File: config.mk
export PLATFORM = sky130hd
export DESIGN_NAME = if_stage
export DESIGN_NICKNAME = d
export VERILOG_FILES = /design/src/rtl/if_stage.sv
export SDC_FILE = /design/constraint.sdc
export NUM_CORES = 1
export LEC_CHECK = 0
export BUFFER_PORTS_ARGS = -buffer_cell sky130_fd_sc_hd__buf_2
export CAP_MARGIN = 20
export CORE_AREA = 2 2 133 135
export DETAILED_ROUTE_END_ITERATION = 10
export DIE_AREA = 0 0 135 137
export PLACE_DENSITY = 0.75
export SYNTH_ARGS = -nofsm -noshare
export SYNTH_HDL_FRONTEND = slang
export SYNTH_SLANG_ARGS = --single-unit
File: constraint.sdc
create_clock -name clk -period 2 [get_ports clk]
set_input_delay 0.1 -clock clk [delete_from_list [all_inputs] [get_ports clk]]
set_output_delay 0.1 -clock clk [all_outputs]
set_load 0.03 [all_outputs]
File: src/rtl/if_stage.sv
`default_nettype none
// ============================================================================
//  Module      : if_stage
//  Description : Instruction-fetch stage with IF/ID pipeline register.
//                Owns the PC, fetches over a req/rdy handshake, and presents
//                pc/instr/valid to decode. Handles load-use stalls (with a
//                one-entry skid buffer) and EX branch/jump redirects.
//  Ports       : clk, rst            - clock, synchronous active-high reset
//                imem_req/addr       - fetch request and word-aligned address
//                imem_rdy/rdata      - fetch response handshake and data
//                stall_if            - hold PC and IF/ID
//                redirect/redirect_pc- taken branch/jump target from EX
//                pc_if_out/instr_if_out/valid_if_out - IF/ID contents
//  Revision    : 1.0 - initial release
// ============================================================================
module if_stage #(
    parameter logic [31:0] RESET_PC  = 32'h0000_0000,
    parameter logic [31:0] NOP_INSTR = 32'h0000_0013
) (
    input  logic        clk,
    input  logic        rst,
    output logic        imem_req,
    output logic [31:0] imem_addr,
    input  logic        imem_rdy,
    input  logic [31:0] imem_rdata,
    input  logic        stall_if,
    input  logic        redirect,
    input  logic [31:0] redirect_pc,
    output logic [31:0] pc_if_out,
    output logic [31:0] instr_if_out,
    output logic        valid_if_out
);

    typedef enum logic [1:0] {
        FETCH = 2'd0,
        WAIT  = 2'd1,
        HOLD  = 2'd2
    } state_t;

    state_t      state_q, state_d;
    logic [31:0] pc_q, pc_d;
    logic [31:0] buf_pc_q, buf_pc_d;
    logic [31:0] buf_instr_q, buf_instr_d;
    logic        buf_valid_q, buf_valid_d;
    logic        redir_pend_q, redir_pend_d;
    logic [31:0] redir_tgt_q, redir_tgt_d;
    logic [31:0] ifid_pc_q, ifid_pc_d;
    logic [31:0] ifid_instr_q, ifid_instr_d;
    logic        ifid_valid_q, ifid_valid_d;

    logic [31:0] redirect_pc_aligned;
    logic [31:0] pc_plus4;

    assign redirect_pc_aligned = {redirect_pc[31:2], 2'b00};
    assign pc_plus4            = pc_q + 32'd4;   // wraps silently at 2^32

    assign imem_req     = (state_q != HOLD);
    assign imem_addr    = pc_q;
    assign pc_if_out    = ifid_pc_q;
    assign instr_if_out = ifid_instr_q;
    assign valid_if_out = ifid_valid_q;

    always_comb begin
        state_d      = state_q;
        pc_d         = pc_q;
        buf_pc_d     = buf_pc_q;
        buf_instr_d  = buf_instr_q;
        buf_valid_d  = buf_valid_q;
        redir_pend_d = redir_pend_q;
        redir_tgt_d  = redir_tgt_q;
        ifid_pc_d    = ifid_pc_q;
        ifid_instr_d = ifid_instr_q;
        ifid_valid_d = ifid_valid_q;

        if (redirect) begin
            // Redirect beats stall: whatever sits in ID is wrong-path.
            ifid_instr_d = NOP_INSTR;
            ifid_valid_d = 1'b0;
            buf_valid_d  = 1'b0;
            if (state_q == HOLD || imem_rdy) begin
                // No request left in flight: jump straight to the target.
                pc_d         = redirect_pc_aligned;
                redir_pend_d = 1'b0;
                state_d      = FETCH;
            end else begin
                // Outstanding request must complete at its own address,
                // so remember the target and drop the response later.
                redir_pend_d = 1'b1;
                redir_tgt_d  = redirect_pc_aligned;
                state_d      = WAIT;
            end
        end else begin
            case (state_q)
                FETCH, WAIT: begin
                    if (imem_rdy) begin
                        if (redir_pend_q) begin
                            pc_d         = redir_tgt_q;
                            redir_pend_d = 1'b0;
                            ifid_instr_d = NOP_INSTR;
                            ifid_valid_d = 1'b0;
                            state_d      = FETCH;
                        end else if (!stall_if) begin
                            ifid_pc_d    = pc_q;
                            ifid_instr_d = imem_rdata;
                            ifid_valid_d = 1'b1;
                            pc_d         = pc_plus4;
                            state_d      = FETCH;
                        end else begin
                            // Decode is frozen: park the response.
                            buf_pc_d    = pc_q;
                            buf_instr_d = imem_rdata;
                            buf_valid_d = 1'b1;
                            pc_d        = pc_plus4;
                            state_d     = HOLD;
                        end
                    end else begin
                        state_d = WAIT;
                        if (!stall_if) begin
                            ifid_instr_d = NOP_INSTR;
                            ifid_valid_d = 1'b0;
                        end
                    end
                end
                HOLD: begin
                    if (!stall_if) begin
                        ifid_pc_d    = buf_pc_q;
                        ifid_instr_d = buf_instr_q;
                        ifid_valid_d = 1'b1;
                        buf_valid_d  = 1'b0;
                        state_d      = FETCH;
                    end
                end
                default: state_d = FETCH;
            endcase
        end
    end

    always_ff @(posedge clk) begin
        if (rst) begin
            state_q      <= FETCH;
            pc_q         <= RESET_PC;
            buf_pc_q     <= 32'd0;
            buf_instr_q  <= NOP_INSTR;
            buf_valid_q  <= 1'b0;
            redir_pend_q <= 1'b0;
            redir_tgt_q  <= 32'd0;
            ifid_pc_q    <= 32'd0;
            ifid_instr_q <= NOP_INSTR;
            ifid_valid_q <= 1'b0;
        end else begin
            state_q      <= state_d;
            pc_q         <= pc_d;
            buf_pc_q     <= buf_pc_d;
            buf_instr_q  <= buf_instr_d;
            buf_valid_q  <= buf_valid_d;
            redir_pend_q <= redir_pend_d;
            redir_tgt_q  <= redir_tgt_d;
            ifid_pc_q    <= ifid_pc_d;
            ifid_instr_q <= ifid_instr_d;
            ifid_valid_q <= ifid_valid_d;
        end
    end

endmodule
`default_nettype wire

======== Word level (Yosys, flattened, before mapping) ========
Index checks and enable logic that the tools add are counted.
storage, ports and cells
  flip-flop bits (word level) ............. 194
  input bits .............................. 69
  output and inout bits ................... 98
operators by class
  reduce and logical (&&, ||, !) cells .... 14
  multiplexer cells ....................... 32
  bitwise gates (word level) .............. 3
  add/subtract/negate cells ............... 1
  equal/unequal tests ..................... 11
operators by type and width
  operator               count
  $mux 32                14
  $pmux 32 s2            2
  $add 32x3->32 const B  1
  $mux 2                 5
  $ne 2x2->1 const B     5
  $mux 1                 9
  $ne 3x3->1 const B     3
  $reduce_and 2->1       3
  $reduce_and 6->1       1
  $reduce_bool 2->1      3
  $reduce_and 5->1       1
  $pmux 2 s2             1
  $reduce_and 4->1       1
  $reduce_or 2->1        2
  $not 1->1              3
  $reduce_and 3->1       1
  $eq 2x1->1 const B     1
  $eq 2x2->1 const B     1
  $logic_not 2->1        1
  $ne 2x1->1 const B     1
  $pmux 1 s2             1
  $logic_or 1x1->1       1

======== Longest topological paths before layout ========
  word-level depth ........................ 5
  mapped depth ............................ 8
  depth with buffers taken out ............ 6

======== Least setup slack after synthesis ========
No wires, ideal clock.
  path type ............................... reg2reg
  from .................................... register pc_q[7] (netlist: imem_addr[7])
  to ...................................... register pc_q[12] (netlist: imem_addr[12])
  stages on the path, launching flop included .. 8
  slack ................................... -0.147 ns
  arrival ................................. 2.012 ns
  required time ........................... 1.865 ns
  cells stage by stage .................... dfxtp_1 -> buf_2 -> nand4_1 -> clkbuf_1 -> nor2_1 -> mux2_1 -> a221oi_1 -> a211oi_1
between the ends
  cells in the longest elaborated chain, start to end .. 5
ends and longest elaborated chain
  what                    line  text
  from (decl)             41    logic [31:0] pc_q, pc_d;
  from (signal assigned)  152   pc_q <= pc_d;
  $add 32x3->32           55    assign pc_plus4 = pc_q + 32'd4;
  $mux 32                 96    if (redir_pend_q) begin
  $mux 32                 95    if (imem_rdy) begin
  $mux 32                 93    case (state_q)
  $mux 32                 75    if (redirect) begin
No other way between the ends. The select of a mux whose other input is x is not followed.
A chain may end at the register's enable or synchronous reset.

======== Worst setup path after layout ========
  from .................................... register pc_q[3] (netlist: imem_addr[3])
  to ...................................... register pc_q[11] (netlist: imem_addr[11])
Same word-level chain as after synthesis.

==> results.cfg <==
[timing]
setup_viol_count_final = 0
setup_tns_ps = 0
skew_ps = 12.15
max_freq_ghz = 0.5074
rsz0062_at_grt = no
maxSlewHeadroom_pct = 56.08
worstMarginPinSlew_ps = 658.8
hold_viol = 0
min_period_ps = 1971
setup_slack_ps = 29.16
timing.final.crit_share_pct = 98.54
drv_slew = 0

[placement]
gp_congestion = 0.9148
dp_slack_ps = 120.7
dp_cells = 1451
numPortBuffers = 160
dpl.hpwl_mm = 16.34
placed_area_sq_um = 9751

[clocking]
h-tree-depth = 4
postCtsSetupBuffers = 0
cts-buffers-inserted = 17
insertion_delay_ps = 440
cts-root-buf = clkbuf_16
cts.clk_slew.worst_paths_ps = 80
cts_sinks = 188
cts_tree = built
clockBufferDepth = 2

[critical_path]
crit_type = register to register
r2r_slack_ps = 30
cp-start-kind = register
worstSetupEndpointType = register
required_ps = 2340
arrival_ps = 2310
critPathMaxFanout = 6

[logic_synthesis]
yosys_warnings = 0
syn_area_sq_um = 8378
synth.ff_latch_count = 188
synth_enable_flop_cells = 0
avgSynthCellArea_sq_um = 7.658
ys_seq_area_share_pct = 44.92
yosysUniqueCellTypes = 63
yosys_most_used_dff = dfxtp_1
async_flop_share_pct = 0
syn_inst = 1094

[grt]
first_global_vias = 8058
grt_use_met3_pct = 5.111
antenna_found_initial = 0
use_met2_pct = 45.74
grt.overflow.total = 0
grt_pass1_wl_mm = 40.18
track_usage_pct = 27.13
grt_max_degree = 65
met1_usage_pct = 34.27
busiest_layer = met2

[power]
p_sw_share_pct = 29.58
clkPwrFrac_pct = 39.2
p_sw_uw = 2680
seqPwrFrac_pct = 44.4
power.density_nw_per_um2 = 822.9
vdd_drop_max_v = 0.0006516
internal_power_uw = 6379
power_leakage_uw = 0.004347
comb_power_share_pct = 16.4

[route]
num_vias = 8741
wire_per_inst_microns = 16.43
drtPass1Iterations = 4
drc = 0
wirelength_mm = 25.42
postRouteAntennaNets = 0
viasPerCell = 5.650
drtIter0Drc = 619

[finish]
layout_common_cells = nand2_1 (290), dfxtp_1 (172), buf_2 (159)
drive_gt1_share_pct = 22.63
fin_cells = 1547
final_common_cell = nand2_1
nNetsFinal = 1378
fin_area_sq_um = 11010
syn2layout_area_growth_pct = 31.39

[job]
drv_cap = 0

[die]
start_util_pct = 49.12
rows = 48
die_x_microns = 135
num_io_pins = 167
die_area_sq_um = 18500
coreArea_sq_um = 17060
die_h_microns = 137

[status]
outcome = finished, final reports clean

[worst_hold_path]
min_path_type = input pin to register
path summary, 6_finish.rpt:
check / startpoint / end / cells past startpoint
worst max register to register: imem_addr[3] / imem_addr[11] / 7
worst min register to register: redir_tgt_q[8] / redir_tgt_q[8] / 2
worst max-delay path: imem_addr[3] / imem_addr[11] / 7
worst min-delay path: stall_if / state_q[1] / 3
per-stage QoR:
step / hold slack (ps) / utilization (%) / total power, uW
finish: 28.34 / 64.54 / 9059
CTS: 11.03 / 64.50 / 9074
global route: 36.17 / 64.52 / 9391
global placement: 325.1 / 57.17 / 5453
floorplan: 224.3 / - / 4962
detailed placement: 337.0 / 57.17 / 5475
repair_timing:
item | CTS | global route
endpoints found under the setup margin | 1 | 2
hold endpoints to repair | 71 | 0
resized for setup | 1 | 1
pin swaps | 0 | 2
hold buffers | 63 | 0
state kept, by name (all words and copies together) (netlist names):
| name | flops |
|---|---|
| redir_pend_q | 1 |
| buf_pc_q | 30 |
| valid_if_out | 1 |
| state_q | 2 |
| redir_tgt_q | 30 |
| buf_instr_q | 32 |
| instr_if_out | 32 |
| pc_if_out | 30 |
| imem_addr | 30 |
synthesized netlist by cell type, types with 4 or more instances:
cell	number	share of area, %
nand2_1	290	13
dfxtp_1	188	45
a21oi_1	120	7.2
nor2_1	95	4.3
clkbuf_1	78	3.5
a211oi_1	42	3.8
a311oi_1	33	3.4
a22oi_1	32	2.9
o21ai_0	27	1.6
nand3_1	21	1.3
buf_2	18	1.1
and3_1	12	0.90
nand4_1	12	0.90
nor4_1	10	0.75
o211ai_1	8	0.72
nand2b_1	7	0.52
or3_1	7	0.52
nor3_1	6	0.36
inv_1	5	0.22
a221oi_1	4	0.42
buf_4	4	0.36
nor3_2	4	0.48
xor2_1	4	0.42
power groups by stage:
stage          combinational, uW  clock [uW]  sequential, uW
2_1_floorplan                636           0            4330
3_3_place_gp                1350           0            4100
3_5_place_dp                1370           0            4100
4_1_cts                     1470        3580            4020
5_1_grt                     1610        3740            4040
6_report                    1490        3550            4020
worst max-delay path, cell delays in order (launching register included):
cell and delay [ps]:
dfxtp_2 340, buf_4 140, nand4_1 200, buf_4 220
or4b_1 460, a21oi_1 230, a2111oi_0 100, nor3_1 210
routing by layer:
metal / vias up / wire length (microns)
met2: 342 / 12220
met5: - / 0
met1: 4075 / 10800
met3: 66 / 1650
li1: 4258 / -
met4: 0 / 752
cell type report:
type                       instances  area [sq um]
multi-input combinational        799          4215
clock inverter                    15         191.4
antenna                            1         2.502
tap                              225         281.5
timing repair buffer             295          2082
clock buffer                      17         425.4
sequential                       188          3784
inverter                           7         26.28
fill                            1442          6048
cell families (layout without fill, tap and decap cells):
kind of cell	count (synthesis)	after routing	synth area share, %
DFF	188	188	44.92
adders and majority gates	1	1	0.1493
muxes	3	3	0.3734
buffers and inverters	110	334	5.376
xor gates and xnor gates	7	7	0.7318
and+or+nand+nor	486	486	25.13
AOI/OAI and AO/OA	298	298	23.27
other	1	5	0.04476
No activity file was read; power rests on OpenSTA's default activity.
